--- config.mk ---
export PLATFORM = sky130hd
export DESIGN_NAME = pipe_hazard_unit
export DESIGN_NICKNAME = d
export VERILOG_FILES = /design/src/rtl/pipe_hazard_unit.sv
export SDC_FILE = /design/constraint.sdc
export NUM_CORES = 1
export LEC_CHECK = 0
export BUFFER_PORTS_ARGS = -buffer_cell sky130_fd_sc_hd__buf_4
export CAP_MARGIN = 20
export CORE_ASPECT_RATIO = 0.5
export CORE_UTILIZATION = 40
export CTS_CLUSTER_SIZE = 30
export DETAILED_ROUTE_END_ITERATION = 7
export PLACE_DENSITY = 0.82
export SLEW_MARGIN = 10
export SYNTH_ARGS = -nofsm -noshare
export SYNTH_HDL_FRONTEND = slang
export SYNTH_SLANG_ARGS = --single-unit
--- constraint.sdc ---
create_clock -name clk -period 6.5 [get_ports clk]
set_input_delay 1.625 -clock clk [delete_from_list [all_inputs] [get_ports clk]]
set_output_delay 1.625 -clock clk [all_outputs]
set_load 0.03 [all_outputs]
--- src/rtl/pipe_hazard_unit.sv ---
// Scoreboard-based forwarding and interlock unit for an in-order pipeline.
// Tracks destination and readiness for the NSTG stages after ID and resolves ID operands.
module pipe_hazard_unit #(
    parameter int DATA_W = 32,
    parameter int AW     = 5,
    parameter int NSTG   = 3,
    parameter int LD_STG = 2
) (
    input  logic                   clk,
    input  logic                   rst,
    input  logic                   id_valid,
    input  logic [AW-1:0]          id_rs,
    input  logic [AW-1:0]          id_rt,
    input  logic                   id_use_rs,
    input  logic                   id_use_rt,
    input  logic                   id_early,
    input  logic                   id_wr_en,
    input  logic [AW-1:0]          id_wr_addr,
    input  logic                   id_is_load,
    input  logic                   id_redirect,
    input  logic                   exc,
    input  logic [NSTG*DATA_W-1:0] stg_data,
    input  logic [DATA_W-1:0]      rs_rf,
    input  logic [DATA_W-1:0]      rt_rf,
    output logic [DATA_W-1:0]      rs_val,
    output logic [DATA_W-1:0]      rt_val,
    output logic                   hold,
    output logic                   bubble,
    output logic                   flush_ifid,
    output logic [NSTG-1:0]        stg_valid,
    output logic [31:0]            stall_cnt,
    output logic [31:0]            flush_cnt
);
    localparam int RW = 4;

    logic [NSTG-1:0]    valid_r;
    logic [NSTG-1:0]    wr_en_r;
    logic [NSTG*AW-1:0] wr_addr_r;
    logic [NSTG*RW-1:0] rdy_r;
    logic               rs_stall_s;
    logic               rt_stall_s;
    logic               hazard_s;
    logic               load_s;

    // Youngest matching producer decides; scanning oldest-first lets it overwrite.
    function automatic logic [DATA_W:0] fwd_lookup(
        input logic                   use_op,
        input logic [AW-1:0]          addr,
        input logic [DATA_W-1:0]      rf_val,
        input logic                   early,
        input logic                   clr,
        input logic [NSTG-1:0]        v,
        input logic [NSTG-1:0]        we,
        input logic [NSTG*AW-1:0]     wa,
        input logic [NSTG*RW-1:0]     rd,
        input logic [NSTG*DATA_W-1:0] data
    );
        logic [DATA_W-1:0] val;
        logic              stall;
        int                need;
        val   = rf_val;
        stall = 1'b0;
        for (int i = NSTG - 1; i >= 0; i--) begin
            need = int'(rd[i*RW +: RW]) + int'(early);
            if (use_op && (addr != {AW{1'b0}}) && !clr && v[i] && we[i] &&
                (wa[i*AW +: AW] == addr)) begin
                if (i + 1 >= need) begin
                    val   = data[i*DATA_W +: DATA_W];
                    stall = 1'b0;
                end else begin
                    val   = rf_val;
                    stall = 1'b1;
                end
            end
        end
        return {stall, val};
    endfunction

    function automatic logic [31:0] sat_inc(input logic [31:0] cnt, input logic en);
        return (en && (cnt != 32'hFFFF_FFFF)) ? cnt + 32'd1 : cnt;
    endfunction

    assign {rs_stall_s, rs_val} = fwd_lookup(id_use_rs, id_rs, rs_rf, id_early, rst,
                                             valid_r, wr_en_r, wr_addr_r, rdy_r, stg_data);
    assign {rt_stall_s, rt_val} = fwd_lookup(id_use_rt, id_rt, rt_rf, id_early, rst,
                                             valid_r, wr_en_r, wr_addr_r, rdy_r, stg_data);

    // An exception squashes the ID instruction, so it wins over the interlock.
    assign hazard_s   = rs_stall_s | rt_stall_s;
    assign hold       = hazard_s & id_valid & ~exc;
    assign bubble     = hold | exc;
    assign flush_ifid = exc | (id_redirect & id_valid & ~hazard_s);
    assign load_s     = id_valid & ~bubble;
    assign stg_valid  = valid_r;

    // Scoreboard shift register: ID enters stage 1, stage NSTG retires.
    always_ff @(posedge clk) begin
        if (rst) begin
            valid_r   <= {NSTG{1'b0}};
            wr_en_r   <= {NSTG{1'b0}};
            wr_addr_r <= {(NSTG*AW){1'b0}};
            rdy_r     <= {(NSTG*RW){1'b0}};
        end else begin
            valid_r   <= {valid_r[NSTG-2:0], load_s};
            wr_en_r   <= {wr_en_r[NSTG-2:0], id_wr_en & (id_wr_addr != {AW{1'b0}})};
            wr_addr_r <= {wr_addr_r[(NSTG-1)*AW-1:0], id_wr_addr};
            rdy_r     <= {rdy_r[(NSTG-1)*RW-1:0], id_is_load ? RW'(LD_STG) : 4'd1};
        end
    end

    // Saturating event counters for stall and flush cycles.
    always_ff @(posedge clk) begin
        if (rst) begin
            stall_cnt <= 32'd0;
            flush_cnt <= 32'd0;
        end else begin
            stall_cnt <= sat_inc(stall_cnt, hold);
            flush_cnt <= sat_inc(flush_cnt, flush_ifid);
        end
    end
endmodule

==> results.toml, run 1 <==
[sta]
period_minus_slack_ns = 6.164
setup_violations = 0
drv_slew = 0
final.period_utilization_pct = 94.84
clock.fmax_mhz = 162.2
finClkSkew_ns = 0.01057
rsz0062_at_grt = "no"
timing.hold.ws_ns = 0.4723
tightestPinTransition_ns = 1.103
final-hold-violation-count = 0
relSlewSlack_pct = 26.28
final.setup.tns_ns = 0

[floorplanning]
row_count = 32
die_area_um2 = 16620
die_h_um = 91.66
coreArea_um2 = 15570
ios = 319
start_util_pct = 41.29
die_width_um = 181.3

[pwr]
ir_drop_mv = 0.1147
power_density_nw_per_um2 = 146.3
p_leak_nw = 3.889
p_total_w = 0.001362

[route]
drc = 0
drt_wl_total_mm = 25.31
drtPass1Iterations = 5
drt-initial-drc-count = 574
vias_per_cell = 5.824
antenna_left = 0
via_count = 7927
wl_per_cell_um = 18.60

[logic_synthesis]
synth-seq-cells = 91
netlist.area_leader.share_pct = 28.33
async_flop_share_pct = 0
synth.cell_area_um2 = 6431
synthFlopType = "dfxtp_1"
synth_warnings = 0
syn_nets = 1045
synth_top_area_cell = "dfxtp_1"
ys_seq_area_share_pct = 28.33
synth_commonest_cells = "nor2_1, dfxtp_1, nand2_1"
synthCells = 855
ys_top_cells_by_area = "dfxtp_1, xnor2_1, nor2_1"
synth-edff-count = 0
yosysMostFrequentCell = "nor2_1"
synth_area_per_cell_um2 = 7.522
yosys.cell_types.count = 57

[cts]
clockRootBuffer = "clkbuf_16"
htreeDepth = 3
cts_tree = "done"
clock_path_buffers = 2
cts.hold.buffers_added = 0
clock_sinks = 91
clk_latency_ns = 0.34
postCtsResizedCells = 0
cts_setup_buffers = 0
numCtsBuffers = 9
clkTransAtPathRegs_ns = 0.06

[placement]
globalplace.congestion = 0.9857
post-dp-hpwl_mm = 20.10
port_buffers = 318
dp_cells = 1344

[critical_path]
rrSetupSlack_ns = 3.12
endpoint_kind = "primary output"
start_kind = "primary input"
crit_required_ns = 4.88
r2r_end = "stall_cnt[30]$_SDFFE_PP0P_"
path_cells = "buf_4, or4_1, o21ai_0, nor4b_1, buf_4, nor2b_1, nor2_1, a21boi_1, o221a_2, buf_4"
cpPeakStageDelay_ns = 0.83
crit_start = "id_rt[1]"
cp.arrival_ns = 4.54
rr_startpoint = "wr_addr_r[7]$_SDFF_PP0_"
cp_common_cell = "buf_4"
critPathMaxFanout = 13
path_class = "in -> out"
r2r_cells = 11
cp_slowest_cell = "a21boi_1"

[layout]
area_growth_pct = 44.79
layout-drive-gt1-share_pct = 33.62
final_cells = 1361
fillCellCount = 1395
diodes = 0
final_nets = 1342

[min_path]
min_path_cells = 1
hold_end = "rdy_r[8]$_SDFF_PP0_"
hp-class = "reg -> reg"
hold_start = "rdy_r[4]$_SDFF_PP0_"

[grt]
grt_max_degree = 91
grt_pass1_wl_mm = 38.83
gr-usage-all-layers_pct = 29.02
antenna_found_initial = 0
grt_pass1_vias = 7204
gr-total-overflow = 0

[flow_run]
drv_cap = 0

[run_status]
outcome = "complete, no violations"
logic make-up after synthesis:
logic type | count (synthesis) | synth area share (%)
compound gates | 200 | 22.22
xor+xnor | 83 | 11.30
fa+ha+maj | 5 | 0.9728
buf+inv | 66 | 4.222
flops | 91 | 28.33
mux | 14 | 2.218
simple gates | 396 | 30.74
sequential cells by signal, indices dropped and copies added (netlist names):
signal	count
flush_cnt	32
stall_cnt	32
wr_addr_r	15
rdy_r	6
stg_valid	3
wr_en_r	3
power by group:
part	total [W]	internal (W)	switching, W
Sequential	0.000576	0.000566	0.00000988
Clock	0.000491	0.000267	0.000224
Combinational	0.000296	0.000143	0.000152
Total	0.00136	0.000976	0.000386
metal layers:
layer | part of all wire [%] | track usage [%] | wire length, µm | vias to the layer above
li1 | - | - | - | 3740
met1 | 42 | 37.68 | 10620 | 3788
met2 | 49 | 51.22 | 12510 | 345
met3 | 5.6 | 2.701 | 1427 | 54
met4 | 3.0 | 8.545 | 755 | 0
met5 | 0 | 0 | 0 | -
cell usage in the layout, fill, tap and decap left out, types with 3 or more instances in the layout:
| cell | n |
|---|---|
| o221ai_1 | 20 |
| nand2b_1 | 4 |
| a221o_1 | 11 |
| nand4_1 | 26 |
| a311o_1 | 5 |
| inv_1 | 11 |
| buf_4 | 339 |
| nor4b_1 | 7 |
| o21ai_0 | 35 |
| nor3_1 | 29 |
| a21oi_1 | 46 |
| a31oi_1 | 4 |
| xnor2_1 | 62 |
| nor4_2 | 3 |
| or4_1 | 7 |
| dfxtp_1 | 91 |
| a21o_1 | 3 |
| ha_1 | 5 |
| o22ai_1 | 30 |
| and4_1 | 10 |
| nor3b_1 | 3 |
| xor2_1 | 21 |
| nor2b_1 | 30 |
| o221a_2 | 19 |
| or3_1 | 6 |
| nand2_1 | 86 |
| o211ai_1 | 6 |
| clkbuf_16 | 9 |
| mux2i_1 | 12 |
| o22a_1 | 8 |
| nand3_1 | 28 |
| nor2_1 | 119 |
| inv_6 | 4 |
| nor4_1 | 13 |
| and3_1 | 14 |
| and2_1 | 4 |
how the worst max path moves through the flow:
stage | slack, ns | end | cells past startpoint
6_report | 0.34 | rt_val[22] | 10
5_1_grt | 0.18 | rt_val[22] | 10
4_1_cts | 0.24 | rs_val[29] | 10
3_5_place_dp | 0.23 | rs_val[29] | 10
3_3_place_gp | 0.35 | rs_val[29] | 9
2_1_floorplan | 0.83 | rt_val[10] | 9
layout make-up:
class                      instances  area (µm²)  share of cell area (%)
clock buffer                      10       229.0                   2.459
clock inverter                     6       53.80                  0.5778
inverter                          12       45.04                  0.4837
multi-input combinational        698        4357                   46.79
sequential                        91        1822                   19.56
tap                              204       255.2                   2.741
timing repair buffer             340        2550                   27.39
critical path: cells and delay by family:
family | cells | cell delay (ns)
AO/OA/AOI/OAI | 3 | 1.47
buffers and inverters | 3 | 0.48
AND/OR/NAND/NOR | 4 | 0.95
per-stage QoR:
step                cell area [µm²]  util (%)  setup WS [ns]
finish                         9311     59.78         0.3357
floorplan                      6431         -         0.8258
global route                   9311     59.78         0.1844
global placement               9024     57.94         0.3503
detailed placement             9024     57.94         0.2279
CTS                            9306     59.75         0.2399
Note: power is estimated with default switching activity, not from simulation.
==> inputs of run 2 (changes only) <==
RECOVER_POWER = 50   (was unset)
==> run 2 against run 1 <==
The run now ends with capacitance limit, slew limit left; critical path depth stayed put; global-route usage stayed put; worst setup slack worse by 0.00086 ns; cell count stayed put.
==> results.toml, run 2 (synthesis results as in run 1) <==
[run_status]
outcome = "finished, violations left"
violations = "capacitance limit, slew limit"

[critical_path]
cp_common_cell = "buf_4"
r2r_cells = 11
endpoint_kind = "primary output"
cp_top_family = "compound AO/OA/AOI/OAI gates"
rr_startpoint = "wr_addr_r[7]$_SDFF_PP0_"
start_kind = "primary input"
crit_start = "id_rt[1]"
cp_slowest_cell = "a21boi_1"
cpPeakStageDelay_ns = 0.83
critical_path_cell_count = 10
cp.arrival_ns = 4.54
path_class = "in -> out"
path_cells = "buf_4, or4_1, o21ai_0, nor4b_1, buf_4, nor2b_1, nor2_1, a21boi_1, o221a_2, buf_4"
crit_required_ns = 4.88
cp_num_buf_inv = 3
critPathMaxFanout = 13

[cts]
cts_setup_buffers = 0
clkTransAtPathRegs_ns = 0.06
cts.hold.buffers_added = 0
clockRootBuffer = "clkbuf_16"
htreeDepth = 3
clk_latency_ns = 0.34
clock_sinks = 91
clock_path_buffers = 2
numCtsBuffers = 9
postCtsResizedCells = 0
cts_tree = "done"

[flow_run]
drv_cap = 1

[floorplanning]
die_h_um = 91.66
start_util_pct = 41.29
die_area_um2 = 16620
row_count = 32
ios = 319
coreArea_um2 = 15570
die_width_um = 181.3

[sta]
drv_slew = 91
final-hold-violation-count = 0
timing.hold.ws_ns = 0.4723
rsz0062_at_grt = "no"
relSlewSlack_pct = -150.0
finClkSkew_ns = 0.01018
setup_violations = 0
worst_slack_ns = 0.3348
clock.fmax_mhz = 162.2
period_minus_slack_ns = 6.165
final.period_utilization_pct = 94.85
tightestPinTransition_ns = 3.749
final.setup.tns_ns = 0

[route]
drtPass1Iterations = 5
drt_wl_total_mm = 25.46
drt-initial-drc-count = 628
via_count = 7879
drc = 0
wl_per_cell_um = 18.71
antenna_left = 0
vias_per_cell = 5.789

[layout]
multi_input_area_um2 = 4357
design_area_um2 = 9052
seqCellArea_um2 = 1822
final_cell_mix = "buf_4, nor2_1, dfxtp_1"
layout-drive-gt1-share_pct = 27.66
top_regs = "flush_cnt x32, stall_cnt x32, wr_addr_r x15"
final_common_cell = "buf_4"
diodes = 0
fillCellCount = 1475
final_nets = 1342
area_growth_pct = 40.76

[grt]
grt_pass1_vias = 7204
grt_pass1_wl_mm = 38.83
grt_max_degree = 91
gr-usage-all-layers_pct = 29.02
antenna_found_initial = 0
gr-total-overflow = 0

[placement]
globalplace.congestion = 0.9857
port_buffers = 318
placed_area_um2 = 9024
dp_slack_ns = 0.2279
post-dp-hpwl_mm = 20.10

[pwr]
ir_drop_mv = 0.1140
power_density_nw_per_um2 = 150.5
p_total_w = 0.001362
p_leak_nw = 3.596

[min_path]
hp-class = "reg -> reg"
hold_start = "rdy_r[4]$_SDFF_PP0_"
min_path_cells = 1
## run 2: per-stage QoR
step           util [%]  cells
2_1_floorplan         -    855
3_3_place_gp      57.94   1344
3_5_place_dp      57.94   1344
4_1_cts           59.75   1360
5_1_grt           58.12   1361
6_report          58.12   1361
## run 2: report_power, final
part / internal (W) / switching, W
combinational: 0.000141 / 0.000153
clock: 0.000267 / 0.000226
sequential: 0.000566 / 0.00000963
## run 2: worst paths after layout
kind / slack (ns) / to
max: 0.33 / rt_val[22]
min: 0.47 / rdy_r[8]$_SDFF_PP0_
max reg2reg: 3.13 / stall_cnt[30]$_SDFFE_PP0P_
min reg2reg: 0.47 / rdy_r[8]$_SDFF_PP0_
## run 2: cell type report
| class | instances | share of cell area (%) |
|---|---|---|
| multi-input cells | 698 | 48.13 |
| inverters | 12 | 0.4976 |
| well taps | 204 | 2.820 |
| repair buffers | 340 | 25.31 |
| clock inverters | 6 | 0.5943 |
| clock buffers | 10 | 2.529 |
| flip-flops and latches | 91 | 20.12 |
## run 2: layer usage
layer / part of all wire (%) / global-route usage (%) / vias up
met5: 0 / 0 / -
met4: 2.7 / 8.545 / 0
met3: 5.7 / 2.701 / 47
met2: 49 / 51.22 / 335
met1: 42 / 37.68 / 3763
li1: - / - / 3734
==> inputs of run 3 (changes only) <==
PLACE_DENSITY = 0.85   (was 0.82)
clock period = 5 ns   (was 6.5 ns; I/O delays follow)
==> run 3 against run 2 <==
The run still ends with capacitance limit, slew limit left; critical path depth increased by 1; non-clock buffer count increased by 16; via count increased by 1.9%.
==> results.toml, run 3 (synthesis results as in run 1) <==
[grt]
grt_pass1_vias = 7502
use_met1_pct = 40.42
grt_most_used_layer = "met2"
use_met3_pct = 6.037
antenna_found_initial = 0
gr-total-overflow = 0
grt_max_degree = 94
grt_use_met2_pct = 53.04
gr-usage-all-layers_pct = 31.36
grt_pass1_wl_mm = 41.82

[pwr]
ir_drop_mv = 0.1987
p_leak_nw = 3.675
power_density_nw_per_um2 = 197.3

[floorplanning]
die_width_um = 181.3
row_count = 32
coreArea_um2 = 15570
die_h_um = 91.66
die_area_um2 = 16620
start_util_pct = 41.29
ios = 319

[cts]
clock_sinks = 91
clkTransAtPathRegs_ns = 0.07
clock_path_buffers = 2
clk_latency_ns = 0.34
numCtsBuffers = 9
cts_tree = "done"
clockRootBuffer = "clkbuf_16"
htreeDepth = 3
cts_setup_buffers = 0

[run_status]
outcome = "finished, violations left"
violations = "capacitance limit, slew limit"

[sta]
final.period_utilization_pct = 97.78
relSlewSlack_pct = -22.39
setup_violations = 0
drv_slew = 94
tightestPinTransition_ns = 1.836
clock.fmax_mhz = 204.5
worst_slack_ns = 0.1108
period_minus_slack_ns = 4.889
rsz0062_at_grt = "no"
timing.hold.ws_ns = 0.4729
finClkSkew_ns = 0.01343
final-hold-violation-count = 0

[layout]
final_cell_mix = "buf_4, nor2_1, dfxtp_1"
top_regs = "flush_cnt x32, stall_cnt x32, wr_addr_r x15"
layout-drive-gt1-share_pct = 28.56
area_growth_pct = 43.21
final_common_cell = "buf_4"
final_nets = 1358
fillCellCount = 1493

[flow_run]
drv_cap = 1

[placement]
post-dp-hpwl_mm = 21.31
port_buffers = 318
dp_slack_ns = -0.07524
globalplace.congestion = 0.9799

[route]
wl_per_cell_um = 19.70
drt_wl_total_mm = 27.15
drtPass1Iterations = 5
vias_per_cell = 5.824
drt-initial-drc-count = 564
drc = 0
antenna_left = 0
via_count = 8025

[critical_path]
crit_required_ns = 3.75
endpoint_kind = "primary output"
path_class = "in -> out"
cp.arrival_ns = 3.64
start_kind = "primary input"
critPathMaxFanout = 13

[min_path]
hp-class = "reg -> reg"
run 3: cell types whose count changed in the layout (fill, tap and decap cells not counted), sizes merged:
cell,previous run,this run
clkbuf,80,81
diode,0,1
clkinvlp,1,2
clkinv,0,1
bufinv,0,1
buf,270,285
inv,17,14
run 3: layout make-up:
type | instances | area, µm² | share of cell area (%)
multi-input combinational | 698 | 4365 | 47.40
timing repair buffer | 356 | 2420 | 26.27
sequential | 91 | 1822 | 19.78
tap | 204 | 255.2 | 2.771
clock buffer | 10 | 229.0 | 2.486
clock inverter | 6 | 71.32 | 0.7744
inverter | 12 | 45.04 | 0.4891
antenna | 1 | 2.502 | 0.02717
run 3: final timing paths:
kind / slack (ns) / startpoint / end / cells past startpoint
setup / recovery: 0.11 / rst / rs_val[20] / 11
setup reg to reg: 1.08 / wr_addr_r[8]$_SDFF_PP0_ / stall_cnt[18]$_SDFFE_PP0P_ / 11
hold / removal: 0.47 / rdy_r[5]$_SDFF_PP0_ / rdy_r[9]$_SDFF_PP0_ / 2
hold reg to reg: 0.47 / rdy_r[5]$_SDFF_PP0_ / rdy_r[9]$_SDFF_PP0_ / 2
run 3: where the power goes:
| part | internal [W] | total, W | switching, W |
|---|---|---|---|
| logic | 0.000185 | 0.000385 | 0.000200 |
| clock network | 0.000392 | 0.000684 | 0.000292 |
| registers | 0.000736 | 0.000748 | 0.0000129 |
| total | 0.00131 | 0.00182 | 0.000505 |
run 3: what timing repair did:
action / CTS / global route
hold endpoints to repair: 0 / 0
hold buffers: 0 / 0
pin swaps: 0 / 0
gates resized for setup: 1 / 5
endpoints found under the setup margin: 13 / 29
run 3: worst max-delay path, cell delays in order:
cell      delay (ns)
clkbuf_1        0.12
nor2b_1         0.26
o21ai_4         0.12
or4_1           0.59
buf_4           0.22
nand2_1         0.25
nor2_1          0.08
nor3_1          0.23
nor2_1          0.07
o221a_2         0.26
buf_4           0.18
run 3: stage by stage:
stage	util [%]	setup TNS (ns)	cell area, µm²	instances	total power, W
global route	59.12	0	9208	1377	0.001880
detailed placement	58.84	-0.8040	9164	1361	0.001147
floorplan	-	0	6431	855	0.0009311
global placement	58.84	0	9164	1361	0.001146
CTS	60.78	0	9467	1377	0.001825
finish	59.13	0	9210	1378	0.001818
run 3: routing by layer:
metal | up-vias | wire (µm) | part of all wire (%)
li1 | 3760 | - | -
met4 | 0 | 856 | 3.2
met1 | 3836 | 11470 | 42
met3 | 71 | 1912 | 7.0
met2 | 358 | 12910 | 48
met5 | - | 0 | 0
